## config.mk

```make
export PLATFORM = sky130hd
export DESIGN_NAME = reg_write_arbiter
export DESIGN_NICKNAME = d
export VERILOG_FILES = /design/src/rtl/reg_write_arbiter.sv
export SDC_FILE = /design/constraint.sdc
export NUM_CORES = 1
export LEC_CHECK = 0
export CAP_MARGIN = 20
export CORE_UTILIZATION = 48
export CTS_BUF_LIST = sky130_fd_sc_hd__clkbuf_8
export DETAILED_ROUTE_END_ITERATION = 12
export PLACE_DENSITY = 0.78
export SETUP_SLACK_MARGIN = 0.5
export SLEW_MARGIN = 20
export SYNTH_ARGS = -nofsm -noshare
export SYNTH_HDL_FRONTEND = slang
export SYNTH_SLANG_ARGS = --single-unit
```

## constraint.sdc

```tcl
create_clock -name clk -period 2.25 [get_ports clk]
set_input_delay 0.45 -clock clk [delete_from_list [all_inputs] [get_ports clk]]
set_output_delay 0.45 -clock clk [all_outputs]
set_load 0.01 [all_outputs]
```

## src/rtl/reg_write_arbiter.sv

```systemverilog
// reg_write_arbiter: two-port valid/ready write arbiter that owns the configuration
// register bank.
//
// Arbitration is round-robin. A requester can hold a lock to keep the grant for an
// atomic burst, and an idle lock owner is released after LOCK_TIMEOUT cycles.
// A transfer to an address outside the bank writes no register and bumps err_count.
//
// Ports:
//   clk, rst_n                 clock, asynchronous active-low reset
//   s0_* / s1_*                write request ports (valid, ready, addr, data, lock)
//   reg_out                    register bank, register i at bits [8i+7:8i]
//   wr_strobe                  one-cycle pulse after each in-range write
//   wr_src, wr_addr_q          port and address of the last in-range write
//   err_count                  saturating count of out-of-range transfers
//   lock_to                    sticky flag: a lock was released by timeout
module reg_write_arbiter #(
  parameter int unsigned NUM_REGS     = 5,
  parameter int unsigned LOCK_TIMEOUT = 16
) (
  input  logic                  clk,
  input  logic                  rst_n,
  input  logic                  s0_valid,
  output logic                  s0_ready,
  input  logic [6:0]            s0_addr,
  input  logic [7:0]            s0_data,
  input  logic                  s0_lock,
  input  logic                  s1_valid,
  output logic                  s1_ready,
  input  logic [6:0]            s1_addr,
  input  logic [7:0]            s1_data,
  input  logic                  s1_lock,
  output logic [8*NUM_REGS-1:0] reg_out,
  output logic                  wr_strobe,
  output logic                  wr_src,
  output logic [6:0]            wr_addr_q,
  output logic [7:0]            err_count,
  output logic                  lock_to
);

  typedef enum logic [1:0] {StIdle, StLock0, StLock1} state_e;

  localparam logic [7:0] ToLast   = 8'(LOCK_TIMEOUT - 1);
  localparam logic [6:0] NumRegsA = 7'(NUM_REGS);

  state_e     state_q, state_d;
  logic       ptr_q, ptr_d;
  logic [7:0] to_cnt_q, to_cnt_d;
  logic       lock_to_q, lock_to_d;

  logic       gnt0, gnt1, xfer, addr_ok;
  logic [6:0] x_addr;
  logic [7:0] x_data;
  logic       x_lock;

  logic [7:0] regs_q [NUM_REGS];
  logic       wr_strobe_q, wr_src_q;
  logic [6:0] last_addr_q;
  logic [7:0] err_q;

  // State register.
  always_ff @(posedge clk or negedge rst_n) begin
    if (!rst_n) begin
      state_q   <= StIdle;
      ptr_q     <= 1'b0;
      to_cnt_q  <= '0;
      lock_to_q <= 1'b0;
    end else begin
      state_q   <= state_d;
      ptr_q     <= ptr_d;
      to_cnt_q  <= to_cnt_d;
      lock_to_q <= lock_to_d;
    end
  end

  // Grant: depends only on state, ptr and the two valids so ready never
  // combinationally follows addr, data or lock.
  always_comb begin
    gnt0 = 1'b0;
    gnt1 = 1'b0;
    unique case (state_q)
      StIdle: begin
        gnt0 = s0_valid & (~s1_valid | ~ptr_q);
        gnt1 = s1_valid & (~s0_valid | ptr_q);
      end
      StLock0: gnt0 = s0_valid;
      StLock1: gnt1 = s1_valid;
      default: ;
    endcase
  end

  assign s0_ready = gnt0;
  assign s1_ready = gnt1;
  assign xfer     = gnt0 | gnt1;
  assign x_addr   = gnt1 ? s1_addr : s0_addr;
  assign x_data   = gnt1 ? s1_data : s0_data;
  assign x_lock   = gnt1 ? s1_lock : s0_lock;
  assign addr_ok  = x_addr < NumRegsA;

  // Next-state logic.
  always_comb begin
    state_d   = state_q;
    ptr_d     = ptr_q;
    to_cnt_d  = to_cnt_q;
    lock_to_d = lock_to_q;
    if (xfer) begin
      to_cnt_d = '0;
      if (x_lock) begin
        state_d = gnt1 ? StLock1 : StLock0;
      end else begin
        state_d = StIdle;
        ptr_d   = ~gnt1;
      end
    end else if (state_q != StIdle) begin
      // In a lock state no transfer means the owner is not valid.
      if (to_cnt_q == ToLast) begin
        state_d   = StIdle;
        ptr_d     = (state_q == StLock0);
        lock_to_d = 1'b1;
        to_cnt_d  = '0;
      end else begin
        to_cnt_d = to_cnt_q + 8'd1;
      end
    end
  end

  // Register bank and write reporting.
  always_ff @(posedge clk or negedge rst_n) begin
    if (!rst_n) begin
      for (int i = 0; i < NUM_REGS; i++) regs_q[i] <= '0;
      wr_strobe_q <= 1'b0;
      wr_src_q    <= 1'b0;
      last_addr_q <= '0;
      err_q       <= '0;
    end else begin
      wr_strobe_q <= xfer & addr_ok;
      if (xfer && addr_ok) begin
        for (int i = 0; i < NUM_REGS; i++) begin
          if (x_addr == 7'(i)) regs_q[i] <= x_data;
        end
        wr_src_q    <= gnt1;
        last_addr_q <= x_addr;
      end
      if (xfer && !addr_ok && err_q != 8'hFF) err_q <= err_q + 8'd1;
    end
  end

  for (genvar g = 0; g < NUM_REGS; g++) begin : g_reg_out
    assign reg_out[8*g +: 8] = regs_q[g];
  end

  assign wr_strobe = wr_strobe_q;
  assign wr_src    = wr_src_q;
  assign wr_addr_q = last_addr_q;
  assign err_count = err_q;
  assign lock_to   = lock_to_q;

endmodule

```

== After elaboration in Yosys (flattened, before gate mapping) ==
Cells that the tools add are included.

* Bits in registers: 69
* Output and inout bits: 60
* Word-level logic and storage cells: 70

* Reduce and logical (&&, ||, !) cells: 17
* Equality and inequality tests: 9
* Add/sub/neg operators: 2
* $lt $le $gt $ge: 1
* Mux-type cells: 17
* Bitwise logic cells: 11

{| class="wikitable"
|+ Operator list
! cell !! count
|-
| 8-bit two-way mux || 4
|-
| 8-bit by 1-bit adder with 8-bit output (second input constant) || 2
|-
| 7-bit by 2-bit == test with 1-bit output (second input constant) || 2
|-
| 2-bit AND reduction || 6
|-
| 2-bit two-way mux || 5
|-
| 8-bit by 4-bit == test with 1-bit output (second input constant) || 1
|-
| 8-bit != test (second input constant) || 1
|-
| 7-bit by 1-bit == test with 1-bit output (second input constant) || 1
|-
| 7-bit by 3-bit == test with 1-bit output (second input constant) || 1
|-
| 7-bit zero test || 1
|-
| 7-bit by 3-bit less-than comparator with 1-bit output (second input constant) || 1
|-
| 7-bit two-way mux || 1
|-
| 3-bit AND reduction || 2
|-
| 2-bit nonzero test || 3
|-
| 1-bit two-way mux || 5
|-
| 1-bit inverter || 5
|-
| 1-bit case mux with 2 select lines || 2
|-
| 1-bit bitwise AND || 3
|-
| 1-bit logical AND || 3
|-
| 1-bit bitwise OR || 3
|-
| 2-bit by 1-bit == test with 1-bit output (second input constant) || 1
|-
| 2-bit == test (second input constant) || 1
|-
| 2-bit zero test || 1
|-
| 2-bit != test (second input constant) || 1
|-
| 1-bit zero test || 1
|}

== Logic depth before layout (Yosys ltp) ==
Gate-level depths: netlist of the first run.

* Word-level depth: 9
* Depth in mapped cells: 8

== Least setup slack after synthesis of the first run ==
OpenSTA, ideal clock, no wires.

* Path kind: input port to flip-flop
* From: input port s1_addr[3]
* To: register regs_q, in the netlist reg_out[16]
* Stages on the path: 5
* Data required time: 2.125 ns
* Slack: 0.314 ns
* Arrival time: 1.811 ns
* Setup time: 0.125 ns
* Cell sequence: nor4_1 > and2b_1 > nand4b_1 > a21oi_4 > mux2_2

* Cells in the longest elaborated chain, start to end: 4
* Elaborated cells on any way between the ends: 5
* Classes of those cells: 1 x order compare; 1 x eq/ne; 1 x mux; 2 x reduce/logical

{| class="wikitable"
|+ Ends and longest elaborated chain
! item !! line !! source
|-
| from (decl) || 29 || <nowiki>input logic [6:0] s1_addr,</nowiki>
|-
| 7-bit two-way mux (*) || 94 || <nowiki>assign x_addr = gnt1 ? s1_addr : s0_addr;</nowiki>
|-
| 7-bit by 3-bit less-than comparator with 1-bit output || 97 || <nowiki>assign addr_ok = x_addr < NumRegsA;</nowiki>
|-
| 1-bit logical AND || 136 || <nowiki>if (xfer && addr_ok) begin</nowiki>
|-
| 2-bit AND reduction (no line) (*) || n/a ||
|-
| to (signal, indexed assignment) || 138 || <nowiki>if (x_addr == 7'(i)) regs_q[i] <= x_data;</nowiki>
|-
| to (decl) || 55 || <nowiki>logic [7:0] regs_q [NUM_REGS];</nowiki>
|}

Mark *: on every way between the ends. The rest lies on a longest branch, timed or not.
A chain may end at the register's enable or synchronous reset.

== Final worst setup path of the first run ==
* From: register ptr_q
* To: register regs_q, in the netlist reg_out[24]

* Cells in the longest elaborated chain, start to end: 7
* Elaborated cells on any way between the ends: 14
* Classes of those cells: 1 x order compare; 1 x eq/ne; 4 x mux; 6 x bitwise; 2 x reduce/logical

{| class="wikitable"
|+ Ends and longest elaborated chain
! item !! line !! source
|-
| from (decl) || 46 || <nowiki>logic ptr_q, ptr_d;</nowiki>
|-
| from (signal assigned) || 69 || <nowiki>ptr_q <= ptr_d;</nowiki>
|-
| 1-bit bitwise OR or 1-bit inverter (tied branches) || 83, 82 ||
|-
| 1-bit bitwise AND or 1-bit bitwise OR (tied branches) || 83, 82 ||
|-
| 1-bit case mux with 2 select lines or 1-bit bitwise AND (tied branches) || 80, 82 ||
|-
| 7-bit two-way mux or 1-bit case mux with 2 select lines (tied branches) || 94, 80 ||
|-
| 7-bit by 3-bit less-than comparator with 1-bit output or 1-bit bitwise OR (tied branches) || 97, 93 ||
|-
| 1-bit logical AND || 136 ||
|-
| 2-bit AND reduction (no line) || n/a ||
|}

Several ways; a longest one is shown, not always the timed one.

==> metrics.yaml, run 1 <==
outcome:
  status: "completed"
global_route:
  grt_max_degree: 26
  antenna_found_initial: 0
  grt_pass1_vias: 2726
  grt_pass1_wl_um: 13600
  grt_overflow: 0
  track_usage: 0.278
synth:
  postSynthCellCount: 259
  syn-mean-instance-area_um2: 12.0
  synth_largest_area_cell: "dfrtp_1"
  synth_edf_count: 0
  async_flop_share: 1.00
  synth-seq-area-share: 0.557
  yosysTopAreaCellShare: 0.557
  netlist_top_cells_area: "dfrtp_1 56%, mux2_2 15%, nand2_1 4.5%"
  yosys_warnings: 0
  mappedNetlistArea_um2: 3100
  synth_ff_type: "dfrtp_1"
  synth_nets: 297
  synth_seq_cells: 69
  ys_types: 42
pwr:
  ir_drop_mv: 0.699
  power.total_mw: 4.62
  power_leakage_nw: 2.58
  power.density_nw_per_um2: 904
timing:
  hold_viol_final: 0
  tightest_slew_ns: 0.622
  min_period_ns: 1.96
  timing.setup.tns_ns: 0
  rsz0062_at_grt: "true"
  finalSetupViolCount: 0
  fmax_ghz: 0.510
  holdWs_ns: 0.104
  max-slew-margin-rel: 0.585
  clock_skew_ns: 0.0110
  finalCritPeriodShare: 0.872
  slew_violations: 0
setup_path:
  max_stage_delay_ns: 0.43
  cp.required_ns: 2.49
  crit_chain: "or3b_4 > nand2_4 > buf_12 > buf_8 > and4_4 > o21ai_4 > buf_12 > mux2_4"
  start_kind: "flip-flop"
  worstPathArrival_ns: 2.20
  cp_slowest_cell: "or3b_4"
  cpMostUsedCell: "buf_12"
  cp_max_fo: 8
  end_kind: "flip-flop"
  path_class: "flip-flop to flip-flop"
layout:
  fin_cells: 498
  finalNetCount: 456
  diodes: 0
  fillers: 333
  final_area_um2: 5110
  drive_gt1_frac: 0.357
  area.growth.synth_to_final_pct: 64.9
die:
  start_util: 0.511
  core_area_um2: 6060
  die_h_um: 82.3
  pin_count: 96
  dieArea_um2: 6780
  num_rows: 28
  die_width_um: 82.3
routing:
  drt_iter0_drc: 110
  routed_via_density: 5.40
  via_count: 2687
  wl_per_cell_um: 18.7
  drcViolationCount: 0
  wl_um: 9290
  firstDrtPassIters: 4
  ant_nets: 0
clock_tree:
  cts_tree: "yes"
  cts_hold_buf: 0
  cts.sinks: 69
  root_buffer: "clkbuf_8"
  clk_transition_reported_paths_ns: 0.08
  cts_buffer_depth: 2
  cts_made_buffers: 9
  clock_latency_ns: 0.35
  h-tree-depth: 3
place:
  place_inst: 458
  io_buffers: 95
  placed_area_um2: 4500
  gp_congestion: 0.806
  dp_hpwl_um: 5680
worst_hold_path:
  hold_class: "primary input to async pin"
run:
  drv_cap: 0
[routing by layer]
| layer | GRT usage | vias to the layer above | wire length [um] |
|---|---|---|---|
| met4 | 0.130 | 0 | 248 |
| met3 | 0.0703 | 23 | 727 |
| li1 | - | 1238 | - |
| met5 | 0 | - | 0 |
| met1 | 0.331 | 1322 | 3600 |
| met2 | 0.472 | 104 | 4720 |
[metrics by stage]
stage,setup slack [ns],util
finish,0.287,0.843
CTS,0.318,0.823
global route,0.246,0.843
global placement,-0.244,0.743
detailed placement,-0.296,0.743
floorplan,0.385,-
[cells by family after synthesis]
logic type | share of synthesized area
AOI/OAI and AO/OA | 0.0747
muxes | 0.149
adders and majority gates | 0.00808
DFF | 0.557
buffers and inverters | 0.0125
and+or+nand+nor | 0.162
xor gates and xnor gates | 0.0368
[worst max-delay path, delay by kind of cell (launching register included)]
kind / cells / cell delay, ns
muxes: 1 / 0.30
buffers and inverters: 3 / 0.33
and+or+nand+nor: 3 / 0.76
AOI/OAI and AO/OA: 1 / 0.07
DFF: 1 / 0.39
[cells in the final DEF (no fill, tap or decap), types with 3 or more instances in the layout]
master and count:
buf_4 46, nor2_1 13, dfrtp_1 69, mux2_4 21, a21oi_4 4, nand4b_1 4, o21ai_0 8, dlygate4sd2_1 11
clkbuf_8 11, nand4_1 6, a21oi_2 3, dlymetal6s2s_1 14, mux2_2 20, buf_2 4, buf_6 4, nor2b_1 4
clkdlybuf4s50_1 64, inv_1 3, nand2_1 35, bufinv_16 3, xor2_1 8, nand3_1 6, buf_12 6, xnor2_1 5
[Yosys cell counts, types with 2 or more instances]
cell type  count
dfrtp_1       69
mux2_2        41
nand2_1       37
nor2_1        15
o21ai_0        8
xor2_1         8
nand3_1        7
nand4_1        6
xnor2_1        5
a21oi_1        4
buf_2          4
nand4b_1       4
nor2b_1        4
a21oi_4        3
and2b_1        3
inv_1          3
nor4_1         3
a21o_1         2
a21oi_2        2
a22o_1         2
a31oi_1        2
and4_1         2
ha_1           2
nand2b_1       2
nor3_1         2
o211ai_1       2
or3_1          2
[power breakdown]
group / internal (mW) / switching (mW)
sequential: 1.49 / 0.168
clock: 0.799 / 0.494
combinational: 0.947 / 0.724
[area by class of cell]
cell class              instances  area [um2]  share of cell area
repair buffers                153        1480               0.289
clock buffers                  11         151              0.0296
inverters                       4        15.0             0.00294
clock inverters                 5         106              0.0208
flip-flops and latches         69        1730               0.338
well taps                      75        93.8              0.0184
multi-input cells             181        1540               0.301
[worst paths after layout]
kind | to | slack, ns | startpoint | cells after the start
setup / recovery | reg_out[24]$_DFFE_PN0P_ | 0.29 | ptr_q$_DFFE_PN0P_ | 8
hold / removal | reg_out[24]$_DFFE_PN0P_ | 0.10 | rst_n | 1
setup reg to reg | reg_out[24]$_DFFE_PN0P_ | 0.29 | ptr_q$_DFFE_PN0P_ | 8
hold reg to reg | lock_to$_DFFE_PN0P_ | 0.47 | lock_to$_DFFE_PN0P_ | 1
max in group asynchronous | wr_src$_DFFE_PN0P_ | 1.41 | rst_n | 2
min in group clk | lock_to$_DFFE_PN0P_ | 0.47 | lock_to$_DFFE_PN0P_ | 1
[sequential cells by signal, summed over array words and instances, names as in the netlist]
name,count
reg_out,40
err_count,8
to_cnt_q,8
wr_addr_q,7
state_q,2
lock_to,1
ptr_q,1
wr_src,1
wr_strobe,1
[repair_timing]
| action | CTS | global route |
|---|---|---|
| resized for setup | 54 | 28 |
| cloned | 0 | 1 |
| buffers inserted | 15 | 8 |
| pin swaps | 19 | 16 |
| endpoints found under the setup margin | 73 | 73 |
Power figures use the tool's default switching activity.
==> run 2: changes to the inputs <==
CORE_UTILIZATION = 44   (was 48)
PLACE_DENSITY = 0.72   (was 0.78)
==> metrics.yaml, run 2 (synthesized netlist as in run 1, its figures left out) <==
setup_path:
  worstPathArrival_ns: 2.17
  start_kind: "flip-flop"
  crit_chain: "or3b_4 > nand2_8 > buf_4 > and4_4 > o21ai_4 > buf_12 > mux2_4"
  reg2reg_from: "ptr_q$_DFFE_PN0P_"
  cp_max_fo: 7
  r2r_slack_ns: 0.31
  cp_slowest_cell: "or3b_4"
  cp-startpoint: "ptr_q$_DFFE_PN0P_"
  cp.required_ns: 2.48
  timing.rr.end: "reg_out[27]$_DFFE_PN0P_"
  reg2reg_depth: 7
  path_class: "flip-flop to flip-flop"
  end_kind: "flip-flop"
  max_stage_delay_ns: 0.44
global_route:
  grt_util_met2: 0.398
  grt_max_degree: 42
  grt_util_met1: 0.309
  grt.busiest_layer: "met2"
  use_met3: 0.0703
  track_usage: 0.245
  grt_pass1_vias: 2714
  grt_pass1_wl_um: 13600
  antenna_found_initial: 1
  grt_overflow: 0
pwr:
  share_seq_of_total_power: 0.370
  p_switching_mw: 1.36
  power.density_nw_per_um2: 863
  ir_drop_mv: 0.506
  combPwrFrac: 0.363
  internal_power_mw: 3.16
  power_frac_clock: 0.267
  power_leakage_nw: 2.68
  sw_frac_of_total: 0.301
routing:
  ant_nets: 0
  drt_iter0_drc: 133
  wl_per_cell_um: 16.6
  drcViolationCount: 0
  via_count: 2635
  wl_um: 8590
  routed_via_density: 5.09
  firstDrtPassIters: 6
timing:
  slew_violations: 0
  holdWs_ns: 0.118
  finalSetupViolCount: 0
  tightest_slew_ns: 0.510
  finalCritPeriodShare: 0.861
  fmax_ghz: 0.516
  min_period_ns: 1.94
  max-slew-margin-rel: 0.660
  hold_viol_final: 0
  rsz0062_at_grt: "true"
  clock_skew_ns: 0.00580
run:
  drv_cap: 0
layout:
  fin_cells: 518
  area.growth.synth_to_final_pct: 69.1
  finalNetCount: 454
  mostFrequentLayoutCells: "68 x dfrtp_1, 60 x clkdlybuf4s50_1, 44 x buf_4, 35 x nand2_1, 33 x mux2_4"
  fillers: 458
  largest_register_ffs: 40
  drive_gt1_frac: 0.361
  utilization: 0.771
  final_common_cell: "dfrtp_1"
die:
  num_rows: 30
  dieArea_um2: 7380
  start_util: 0.456
  die_width_um: 85.9
  core_area_um2: 6790
  die_h_um: 85.9
  pin_count: 96
clock_tree:
  cts_buffer_depth: 2
  cts.sinks: 69
  root_buffer: "clkbuf_8"
  h-tree-depth: 3
  cts_tree: "yes"
  cts_made_buffers: 9
  clk_transition_reported_paths_ns: 0.07
  clock_latency_ns: 0.34
place:
  dp_hpwl_um: 5650
  io_buffers: 95
  place_inst: 478
  gp_congestion: 0.763
worst_hold_path:
  hold_class: "primary input to async pin"
outcome:
  status: "completed"
[run 2: how the worst max path moves through the flow]
stage,cells after the start,slack (ns),endpoint
floorplan,6,0.38,reg_out[24]$_DFFE_PN0P_
global placement,7,-0.26,reg_out[27]$_DFFE_PN0P_
detailed placement,7,-0.32,reg_out[24]$_DFFE_PN0P_
CTS,4,0.34,s0_ready
global route,7,0.27,reg_out[38]$_DFFE_PN0P_
finish,7,0.31,reg_out[27]$_DFFE_PN0P_
[run 2: metal layers]
metal / vias to the layer above / part of all wire
met5: - / 0
met4: 0 / 0.018
met3: 13 / 0.064
met2: 86 / 0.50
met1: 1306 / 0.42
li1: 1230 / -
[run 2: worst max-delay path: cells and delay by family, from the launching register on]
family / cells / cell delay, ns
and+or+nand+nor: 3 / 0.78
buffers and inverters: 2 / 0.27
AOI/OAI and AO/OA: 1 / 0.08
muxes: 1 / 0.29
DFF: 1 / 0.39
[run 2: what timing repair did]
item	in CTS	in global routing
endpoints found under the setup margin	72	79
resized for setup	71	42
buffers inserted	16	7
pin swaps	18	11
hold buffers	0	0
[run 2: power by group through the flow]
stage	combinational, mW	clock, mW	sequential (mW)
detailed placement	1.37	0	1.71
finish	1.64	1.21	1.67
global placement	1.34	0	1.69
floorplan	0.499	0	1.77
CTS	1.57	1.23	1.66
global route	1.77	1.28	1.70
[run 2: final cells by class]
| type | count | area [um2] | area share |
|---|---|---|---|
| antenna | 1 | 2.50 | 0.000478 |
| clock inverter | 7 | 115 | 0.0220 |
| timing repair buffer | 151 | 1480 | 0.283 |
| sequential | 69 | 1730 | 0.330 |
| multi-input combinational | 181 | 1640 | 0.314 |
| tap | 96 | 120 | 0.0229 |
| inverter | 4 | 22.5 | 0.00430 |
| clock buffer | 9 | 124 | 0.0236 |
[run 2: per-stage QoR]
step,setup TNS (ns),setup WS (ns),cell area (um2),power (mW)
2_1_floorplan,0,0.385,3170,2.27
3_3_place_gp,-9.46,-0.263,4520,3.04
3_5_place_dp,-10.90,-0.322,4520,3.08
4_1_cts,0,0.343,5050,4.46
5_1_grt,0,0.275,5240,4.75
6_report,0,0.312,5240,4.52
==> run 3: changes to the inputs <==
GPL_ROUTABILITY_DRIVEN = 0   (was not set)
==> results of run 3 <==
Same layout as run 2: the final DEF is identical, and so are final timing and power.
